## config.mk

```make
export PLATFORM = sky130hd
export DESIGN_NAME = alu_wb_buffer
export DESIGN_NICKNAME = d
export VERILOG_FILES = /design/src/rtl/alu_wb_buffer.sv
export SDC_FILE = /design/constraint.sdc
export NUM_CORES = 1
export LEC_CHECK = 0
export ABC_AREA = 0
export ABC_CLOCK_PERIOD_IN_PS = 7200
export CORE_MARGIN = 5
export CORE_UTILIZATION = 35
export DETAILED_ROUTE_END_ITERATION = 10
export PLACE_DENSITY = 0.66
export SETUP_SLACK_MARGIN = 0.5
export SLEW_MARGIN = 20
export SYNTH_ARGS = -nofsm -noshare
export SYNTH_HDL_FRONTEND = slang
export SYNTH_SLANG_ARGS = --single-unit
export TNS_END_PERCENT = 1
```

## constraint.sdc

```tcl
create_clock -name clk_i -period 7.2 [get_ports clk_i]
set_input_delay 1.8 -clock clk_i [delete_from_list [all_inputs] [get_ports clk_i]]
set_output_delay 1.8 -clock clk_i [all_outputs]
set_load 0.1 [all_outputs]
```

## src/rtl/alu_wb_buffer.sv

```systemverilog
// Writeback buffer behind the integer ALU: captures each result, branch bit and
// transaction ID into a small in-order FIFO until the writeback port takes it.
module alu_wb_buffer #(
  parameter int DEPTH      = 4,
  parameter int DATA_W     = 64,
  parameter int TRANS_ID_W = 3
) (
  input  logic                     clk_i,
  input  logic                     rst_i,
  input  logic                     flush_i,
  input  logic                     alu_valid_i,
  output logic                     alu_ready_o,
  input  logic [DATA_W-1:0]        alu_result_i,
  input  logic                     alu_branch_res_i,
  input  logic [TRANS_ID_W-1:0]    alu_trans_id_i,
  output logic                     wb_valid_o,
  input  logic                     wb_ready_i,
  output logic [DATA_W-1:0]        wb_result_o,
  output logic                     wb_branch_res_o,
  output logic [TRANS_ID_W-1:0]    wb_trans_id_o,
  output logic [$clog2(DEPTH):0]   count_o
);

  localparam int PW = $clog2(DEPTH);
  localparam int CW = PW + 1;

  typedef struct packed {
    logic [DATA_W-1:0]     result;
    logic                  branch_res;
    logic [TRANS_ID_W-1:0] trans_id;
  } entry_t;

  entry_t        mem [DEPTH];
  entry_t        head;
  logic [PW-1:0] wr_ptr;
  logic [PW-1:0] rd_ptr;
  logic [CW-1:0] count;
  logic          push;
  logic          pop;

  // Handshakes: a transfer happens on a rising edge where valid and ready are
  // both high; valid never waits on ready, and the sender holds its payload
  // stable until the transfer. alu_ready_o never looks at wb_ready_i, so a
  // full buffer stays closed for one cycle even when it is being drained.
  assign alu_ready_o = (count < CW'(DEPTH)) & ~flush_i;
  assign wb_valid_o  = (count != '0);
  assign push        = alu_valid_i & alu_ready_o;
  assign pop         = wb_valid_o & wb_ready_i & ~flush_i;

  always_ff @(posedge clk_i) begin
    if (rst_i) begin
      wr_ptr <= '0;
      rd_ptr <= '0;
      count  <= '0;
    end else if (flush_i) begin
      wr_ptr <= '0;
      rd_ptr <= '0;
      count  <= '0;
    end else begin
      if (push) wr_ptr <= wr_ptr + PW'(1);
      if (pop)  rd_ptr <= rd_ptr + PW'(1);
      case ({push, pop})
        2'b10:   count <= count + CW'(1);
        2'b01:   count <= count - CW'(1);
        default: count <= count;
      endcase
    end
  end

  // Entry storage is deliberately not reset; occupancy alone decides validity.
  always_ff @(posedge clk_i) begin
    if (push && !rst_i) begin
      mem[wr_ptr] <= '{result:     alu_result_i,
                       branch_res: alu_branch_res_i,
                       trans_id:   alu_trans_id_i};
    end
  end

  assign head = mem[rd_ptr];

  // Outputs read as zero while empty so stale storage never leaks out.
  assign wb_result_o     = wb_valid_o ? head.result     : '0;
  assign wb_branch_res_o = wb_valid_o ? head.branch_res : 1'b0;
  assign wb_trans_id_o   = wb_valid_o ? head.trans_id   : '0;
  assign count_o         = count;

endmodule

```

==> results of run 1 <==
worst reg2reg max path, delay by kind of cell, from the launching register on:
kind / cells / cell delay [ns]
and+or+nand+nor: 3 / 1.63
DFF: 1 / 0.38
logic make-up after synthesis:
| logic type | after synthesis | share of synthesized area (%) |
|---|---|---|
| DFF | 281 | 77.6 |
| and+or+nand+nor | 88 | 4.89 |
| muxes | 69 | 14.3 |
| buffers and inverters | 30 | 1.66 |
| adders and majority gates | 6 | 0.768 |
| AOI/OAI and AO/OA | 5 | 0.291 |
| xor gates and xnor gates | 5 | 0.407 |
cell usage in the layout, fill, tap and decap left out:
cell type,count
edfxtp_1,272
fa_1,1
o311ai_0,1
buf_12,5
ha_1,5
inv_8,1
clkbuf_1,5
a21oi_1,2
or3b_2,1
nor2b_1,1
or3_1,1
dfxtp_4,2
and2_4,4
mux2i_1,1
mux4_2,68
and2_1,68
dfxtp_1,7
clkbuf_16,31
or2_2,1
o31ai_1,1
clkinv_4,2
or3_4,1
clkinv_1,4
clkdlybuf4s50_1,145
inv_1,5
nor2_1,11
inv_6,1
o21ai_0,1
clkinv_2,8
bufinv_16,4
xor2_1,4
xnor2_1,1
where the power goes:
group          switching (W)  internal (W)  total [W]  leakage [nW]
Clock               0.000607      0.000932    0.00154         0.501
Combinational       0.000147     0.0000802   0.000227          1.23
Sequential        0.00000602       0.00181    0.00182          2.53
state kept, by name (all words and copies together), names as in the netlist, named ones only:
| signal | flops |
|---|---|
| wr_ptr | 2 |
| count_o | 3 |
| rd_ptr | 2 |
| mem | 272 |
stage by stage:
step / total power, W / hold WS (ns)
2_1_floorplan: 0.00199 / 0.485
3_3_place_gp: 0.00207 / 0.506
3_5_place_dp: 0.00208 / 0.525
4_1_cts: 0.00363 / 0.539
5_1_grt: 0.00372 / 0.574
6_report: 0.00358 / 0.533
Yosys cell counts (all sizes together) (2+ instances only):
cell	instances
dfxtp	9
mux4	68
nor2	11
a21oi	2
clkbuf	13
xor2	4
buf	12
and2	72
or3	2
ha	5
edfxtp	272
inv	5
path summary, 6_finish.rpt:
kind | end | slack [ns] | startpoint
min reg2reg | rd_ptr[0] | 0.53 | rd_ptr[0]
max | alu_ready_o | 1.88 | flush_i
min | rd_ptr[0] | 0.53 | rd_ptr[0]
max reg2reg | mem[1][58] | 4.77 | count_o[2]
final cells by class:
type / count / share of cell area (%)
Clock buffer: 36 / 5.81
Clock inverter: 20 / 1.56
Inverter: 5 / 0.137
Multi-Input combinational cell: 173 / 16.4
Sequential cell: 281 / 61.1
Tap cell: 396 / 3.63
Timing Repair Buffer: 150 / 11.4
metal layers:
layer,share of wire (%),vias up,wire length [um]
li1,-,2258,-
met2,52,127,10600
met5,0,-,0
met3,5.7,28,1170
met1,41,2711,8340
met4,1.8,0,361
==> impl_metrics.toml, run 1 <==
[outcome]
status = "complete, no violations"

[global_routing]
grt-ovfl-total = 0
grt_max_degree = 70
met3_usage_pct = 2.73
grt_pass1_vias = 5809
met1_usage_pct = 14.7
grt_pass1_wl_um = 32400
use_met2_pct = 21.6
track_usage_pct = 12.0
grt_busiest_layer = "met2"
antenna_found_initial = 0

[pwr]
powerDensity_nw_per_um2 = 262
p_leak_nw = 4.26
ir_drop_uv = 193

[synth]
postSynth.asyncResetShare_pct = 0
yosys.area.top_type = "edfxtp_1"
yosysWarnings = 0
synth-edff-count = 272
syn_inst = 484
synth_fp_nets = 563
synthFlopType = "edfxtp_1"
syn_avg_cell_area_um2 = 22.2
ys_ff_latch = 281
synth_top_area_share_pct = 76.0
synthesis.area_um2 = 10800
ys_seq_area_share_pct = 77.6
synth.distinct_cells = 23
synthTopCellsByArea = "edfxtp_1 76%, mux4_2 14%, and2_1 4.2%"

[clocking]
cts_setup_buffers = 0
cts_max_level = 1
cts_buffers = 30
clk_latency_ns = 0.53
cts_buffer_depth = 3
cts.repair.resized = 0
cts.root.buffer_cell = "clkbuf_16"
cts_tree = "built"
cts_sinks = 281
path_clk_slew_ns = 0.06
holdBufCountCts = 0

[routing]
final_antenna_net_count = 0
drtIter0Drc = 245
dr.pass1.iters = 4
via_per_inst = 4.83
num_vias = 5124
avgRoutedWirePerCell_um = 19.3
drc = 0
routed_wl_um = 20500

[placed_design]
portBuffers = 145
dp_hpwl_um = 11500
placed_area_um2 = 12600
place_inst = 1001
place_ws_ns = 1.89
gp_congestion = 0.715

[finish]
final_layout_size_suffix_gt1_share_pct = 19.4
fillers = 2591
regArea_um2 = 8360
fin_area_um2 = 13700
layout.cells.non_filler = 1061
fin_util_pct = 44.9
layout.nets = 720
syn_to_final_growth_pct = 27.1
multiInputGateArea_um2 = 2240
diodes = 0

[setup_path]
critPathMaxFanout = 4
cp_top_family = "buffers and inverters"
cp_slowest_stage_delay_ns = 1.14
crit_path_frequent_cell = "clkdlybuf4s50_1"
worstPathCellList = "clkdlybuf4s50_1 > nor2_1 > clkdlybuf4s50_1"
cp.depth = 3
r2r_cells = 3
worst-path-buf-inv = 2
critPathArrivalTime_ns = 3.52
cpMaxStageDelayCell = "clkdlybuf4s50_1"
required_ns = 5.40
crit_type = "primary input to primary output"
startpoint_type = "primary input"
endpoint_kind = "primary output"

[timing]
final.setup.tns_ns = 0
setup-violations-final = 0
finalHoldViolCount = 0
max_freq_mhz = 188
final_max_slew_viol_count = 0
worstMarginPinSlew_ns = 1.07
period_needed_ns = 5.32
rsz0062_at_grt = "no"
finalCritPeriodShare_pct = 73.9
clock_skew_ns = 0.00819
layout_setup_ws_ns = 1.88
relSlewSlack_pct = 28.8

[floorplan]
core-area_um2 = 30400
dieArea_um2 = 34300
die_x_um = 185
start_util_pct = 35.3
rows = 64
ios = 146
die_y_um = 185

[hold_path]
hold_path_class = "flop to flop"
hold_path_depth = 2

[flow_run]
max_cap_violations = 0
Note: power is estimated with default switching activity, not from simulation.
==> run 2, diff against run 1 <==
--- a/config.mk
+++ b/config.mk
@@ -6,11 +6,11 @@
 export NUM_CORES = 1
 export LEC_CHECK = 0
 export ABC_AREA = 0
-export ABC_CLOCK_PERIOD_IN_PS = 7200
+export ABC_CLOCK_PERIOD_IN_PS = 4500
 export CORE_MARGIN = 5
 export CORE_UTILIZATION = 35
 export DETAILED_ROUTE_END_ITERATION = 10
-export PLACE_DENSITY = 0.66
+export PLACE_DENSITY = 0.68
 export SETUP_SLACK_MARGIN = 0.5
 export SLEW_MARGIN = 20
 export SYNTH_ARGS = -nofsm -noshare
==> constraint.sdc (replaced) <==
create_clock -name clk_i -period 4.5 [get_ports clk_i]
set_input_delay 1.125 -clock clk_i [delete_from_list [all_inputs] [get_ports clk_i]]
set_output_delay 1.125 -clock clk_i [all_outputs]
set_load 0.1 [all_outputs]
==> run 2 against run 1 <==
Design area down 1.3%. Global-route usage up 0.77 points. Critical endpoint is now wb_result_o[16]. Clock skew is 0.0049 ns higher. Critical path type is now flop to primary output. Sequential power rose by 59%. Wire length increased by 8.0%. Register-to-register slack worse by 2.7 ns. First-iteration DRC count grew 73%. Cell count unchanged. Count of clock-buffer cells in the layout fell by 6.
==> impl_metrics.toml, run 2 (same netlist as run 1, synthesis figures left out) <==
[placed_design]
gp_congestion = 0.765
portBuffers = 145
dp_hpwl_um = 14200
place_ws_ns = 0.816

[routing]
routed_wl_um = 22200
avgRoutedWirePerCell_um = 20.9
num_vias = 5158
dr.pass1.iters = 4
drtIter0Drc = 425
drc = 0
via_per_inst = 4.86
final_antenna_net_count = 0

[setup_path]
cp_slowest_stage_delay_ns = 0.69
critPathMaxFanout = 24
critPathArrivalTime_ns = 2.59
startpoint_type = "flop"
worst-path-buf-inv = 2
cp_top_family = "flip-flops"
required_ns = 3.38
worstPathCellList = "buf_4 > mux4_2 > and2_1 > buf_4"
endpoint_kind = "primary output"
cpMaxStageDelayCell = "dfxtp_4"
crit_path_frequent_cell = "buf_4"
r2r_cells = 4
crit_type = "flop to primary output"
cp.depth = 4

[timing]
relSlewSlack_pct = 28.9
finalCritPeriodShare_pct = 82.6
final.setup.tns_ns = 0
layout_setup_ws_ns = 0.785
final_max_slew_viol_count = 0
rsz0062_at_grt = "no"
finalHoldViolCount = 0
setup-violations-final = 0
period_needed_ns = 3.71
clock_skew_ns = 0.0130
max_freq_mhz = 269
worstMarginPinSlew_ns = 1.07

[floorplan]
die_x_um = 185
rows = 64
start_util_pct = 35.3
ios = 146
core-area_um2 = 30400
dieArea_um2 = 34300
die_y_um = 185

[pwr]
p_clk_share_pct = 42.4
p_sw_share_pct = 21.1
p_leak_nw = 4.40
ir_drop_uv = 232
p_int_w = 0.00448
comb_power_share_pct = 6.5
powerDensity_nw_per_um2 = 421
seq_power_share_pct = 51.1
p_sw_w = 0.00120

[finish]
final_layout_size_suffix_gt1_share_pct = 30.4
final_common_cell = "edfxtp_1"
mostFrequentLayoutCells = "272 x edfxtp_1, 76 x clkdlybuf4s50_1, 75 x buf_4"
layout.nets = 724
fin_util_pct = 44.3
syn_to_final_growth_pct = 25.4
largest_reg_flops = 272
diodes = 0
fillers = 2613
top_register = "mem"

[clocking]
path_clk_slew_ns = 0.06
cts.repair.resized = 0
cts_sinks = 281
cts_tree = "built"
cts_setup_buffers = 0
cts_max_level = 1
cts_buffer_depth = 3
cts_buffers = 29
cts.root.buffer_cell = "clkbuf_16"
clk_latency_ns = 0.54
holdBufCountCts = 0

[hold_path]
hold_path_class = "flop to flop"
hold_path_depth = 2

[global_routing]
antenna_found_initial = 5
grt_pass1_wl_um = 33800
grt-ovfl-total = 0
grt_pass1_vias = 5748
grt_max_degree = 69
track_usage_pct = 12.8

[flow_run]
max_cap_violations = 0

[outcome]
status = "complete, no violations"
[run 2: cell types whose count changed in the layout (fill, tap and decap cells not counted), sizes merged]
cell	change
buf	+74
clkdlybuf4s50	-69
clkbuf	-6
clkinv	-4
clkinvlp	+2
inv	+2
bufinv	+1
[run 2: area by class of cell]
cell class              count  area (um2)  share of cell area [%]
clock buffers              30         729                    5.41
clock inverters            21         248                    1.84
inverters                   5        18.8                   0.139
multi-input cells         173        2240                    16.6
flip-flops and latches    281        8360                    62.0
well taps                 396         495                    3.67
repair buffers            155        1400                    10.4
[run 2: worst paths after layout]
path	start	endpoint	slack, ns
max	flop	wb_result_o[16]	0.79
max reg2reg	count_o[2]	mem[0][22]	2.08
min	rd_ptr[1]	rd_ptr[1]	0.54
min reg2reg	rd_ptr[1]	rd_ptr[1]	0.54
[run 2: metal layers]
metal  share of wire (%)  vias up  track usage [%]
met5                0.24        -                0
met1                  42     2678             16.9
met3                 7.7       32             3.87
met4                 1.2        8             2.23
met2                  49      162             21.3
li1                    -     2278                -
[run 2: power by group through the flow]
stage / combinational, W / clock, W / sequential, W
2_1_floorplan: 0.000216 / 0 / 0.00296
4_1_cts: 0.000373 / 0.00247 / 0.00291
5_1_grt: 0.000386 / 0.00259 / 0.00291
3_5_place_dp: 0.000372 / 0 / 0.00296
3_3_place_gp: 0.000366 / 0 / 0.00296
6_report: 0.000367 / 0.00241 / 0.00290
[run 2: stage by stage]
step / hold slack [ns] / power, W / instance area (um2) / instances
after floorplan: 0.485 / 0.00318 / 10800 / 484
after global placement: 0.506 / 0.00332 / 12500 / 1010
after detailed placement: 0.518 / 0.00333 / 12500 / 1010
after CTS: 0.539 / 0.00574 / 13500 / 1061
after global routing: 0.555 / 0.00588 / 13500 / 1061
final: 0.537 / 0.00568 / 13500 / 1061
[run 2: worst register-to-register path, stage by stage, from the launching register on]
cell	delay [ns]
dfxtp_1	0.38
or3b_2	0.50
nor2_1	0.32
and2_4	0.56
buf_4	0.34
==> run 3, diff against run 2 <==
--- a/config.mk
+++ b/config.mk
@@ -6,7 +6,7 @@
 export NUM_CORES = 1
 export LEC_CHECK = 0
 export ABC_AREA = 0
-export ABC_CLOCK_PERIOD_IN_PS = 4500
+export ABC_CLOCK_PERIOD_IN_PS = 3100
 export CORE_MARGIN = 5
 export CORE_UTILIZATION = 35
 export DETAILED_ROUTE_END_ITERATION = 10
==> constraint.sdc (replaced) <==
create_clock -name clk_i -period 3.1 [get_ports clk_i]
set_input_delay 0.775 -clock clk_i [delete_from_list [all_inputs] [get_ports clk_i]]
set_output_delay 0.775 -clock clk_i [all_outputs]
set_load 0.1 [all_outputs]
==> run 3 against run 2 <==
Total power up 41%. First-iteration DRC count down 3.5%. Cell count up 2.5%. Worst setup slack worse by 0.62 ns. Worst hold slack better by 0.0069 ns. Sequential cell count unchanged. Utilization up 4.7 points. Non-clock buffer count up 26. Via count up 1.1%. Register-to-register slack worse by 1.1 ns. Design area up 11%. Critical endpoint is now wb_result_o[47].
==> impl_metrics.toml, run 3 (same netlist as run 1, synthesis figures left out) <==
[setup_path]
cp_slowest_stage_delay_ns = 0.47
critPathArrivalTime_ns = 2.16
critPathMaxFanout = 6
required_ns = 2.32
startpoint_type = "flop"
crit_type = "flop to primary output"
worstPathCellList = "buf_12 > buf_8 > buf_16 > mux4_2 > and2_2 > buf_12"
crit_path_frequent_cell = "buf_12"
endpoint_kind = "primary output"
cpMaxStageDelayCell = "mux4_2"

[timing]
final.setup.tns_ns = 0
layout_setup_ws_ns = 0.169
period_needed_ns = 2.93
rsz0062_at_grt = "yes"
setup-violations-final = 0
finalCritPeriodShare_pct = 94.6
finalHoldViolCount = 0
worstMarginPinSlew_ns = 0.467
relSlewSlack_pct = 68.5
max_freq_mhz = 341
clock_skew_ns = 0.0137
final_max_slew_viol_count = 0

[outcome]
status = "complete, no violations"

[floorplan]
start_util_pct = 35.3
die_y_um = 185
core-area_um2 = 30400
rows = 64
dieArea_um2 = 34300
die_x_um = 185
ios = 146

[placed_design]
gp_congestion = 0.735
place_ws_ns = 0.0857
placed_area_um2 = 13600
portBuffers = 145
place_inst = 1018
dp_hpwl_um = 14900

[finish]
mostFrequentLayoutCells = "272 x edfxtp_1, 87 x buf_12, 72 x clkdlybuf4s50_1"
fin_area_um2 = 14900
diodes = 0
top_register = "mem"
fin_util_pct = 49.1
fillers = 2390
largest_reg_flops = 272
syn_to_final_growth_pct = 38.9
final_common_cell = "edfxtp_1"
layout.nets = 749
final_layout_size_suffix_gt1_share_pct = 41.0
layout.cells.non_filler = 1088

[global_routing]
grt_max_degree = 53
antenna_found_initial = 1
grt_pass1_vias = 5659
track_usage_pct = 13.3
grt_pass1_wl_um = 34900
grt-ovfl-total = 0

[clocking]
clk_latency_ns = 0.53
holdBufCountCts = 0
cts_tree = "built"
path_clk_slew_ns = 0.06
cts_max_level = 1
cts_buffer_depth = 3
cts_buffers = 28
cts_sinks = 281
cts.root.buffer_cell = "clkbuf_16"

[routing]
num_vias = 5215
drtIter0Drc = 410
drc = 0
dr.pass1.iters = 4
via_per_inst = 4.79
routed_wl_um = 22800
avgRoutedWirePerCell_um = 21.0
final_antenna_net_count = 0

[hold_path]
hold_path_class = "flop to flop"

[pwr]
p_leak_nw = 4.87
ir_drop_uv = 361
powerDensity_nw_per_um2 = 537

[flow_run]
max_cap_violations = 0
==> run 3: worst paths after layout <==
path | to | start | depth (start not counted) | slack (ns)
worst max register to register | mem[2][63] | count_o[2] | 4 | 0.98
worst min-delay path | flop | rd_ptr[1] | 2 | 0.54
worst min register to register | flop | rd_ptr[1] | 2 | 0.54
worst max-delay path | wb_result_o[47] | flop | 6 | 0.17
==> run 3: through the flow <==
stage | total power [W] | hold WS, ns
finish | 0.00802 | 0.544
global route | 0.00831 | 0.563
CTS | 0.00810 | 0.546
detailed placement | 0.00493 | 0.540
global placement | 0.00492 | 0.510
floorplan | 0.00462 | 0.485
==> run 3: where the power goes <==
part           switching [W]  internal (W)  leakage, nW
Clock                0.00133       0.00180        0.426
Sequential         0.0000109       0.00420         2.53
Combinational       0.000383      0.000286         1.91
==> run 3: timing repair <==
item                                    CTS  global route
cloned                                    7             0
setup buffers                            11             0
endpoints found under the setup margin   69            69
resized for setup                        59             8
==> run 3: area by class of cell <==
class | instances | area (um2) | share of cell area (%)
inverters | 5 | 18.8 | 0.126
multi-input cells | 173 | 2370 | 15.9
clock inverters | 17 | 121 | 0.813
flip-flops and latches | 281 | 8360 | 56.0
well taps | 396 | 495 | 3.32
repair buffers | 181 | 2810 | 18.8
clock buffers | 35 | 748 | 5.01
==> run 3: critical path: cells and delay by family (launching register included) <==
family / cells / cell delay [ns]
flip-flops: 1 / 0.37
AND/OR/NAND/NOR: 1 / 0.22
multiplexers: 1 / 0.47
buffers and inverters: 4 / 0.54
==> run 3: per-layer routing <==
| metal | share of wire (%) | wire, um | up-vias | global-route usage (%) |
|---|---|---|---|---|
| met3 | 5.7 | 1310 | 34 | 2.71 |
| met5 | 0.057 | 13 | - | 0 |
| met4 | 1.6 | 361 | 2 | 2.50 |
| met2 | 51 | 11700 | 158 | 23.1 |
| li1 | - | - | 2323 | - |
| met1 | 41 | 9430 | 2698 | 17.6 |
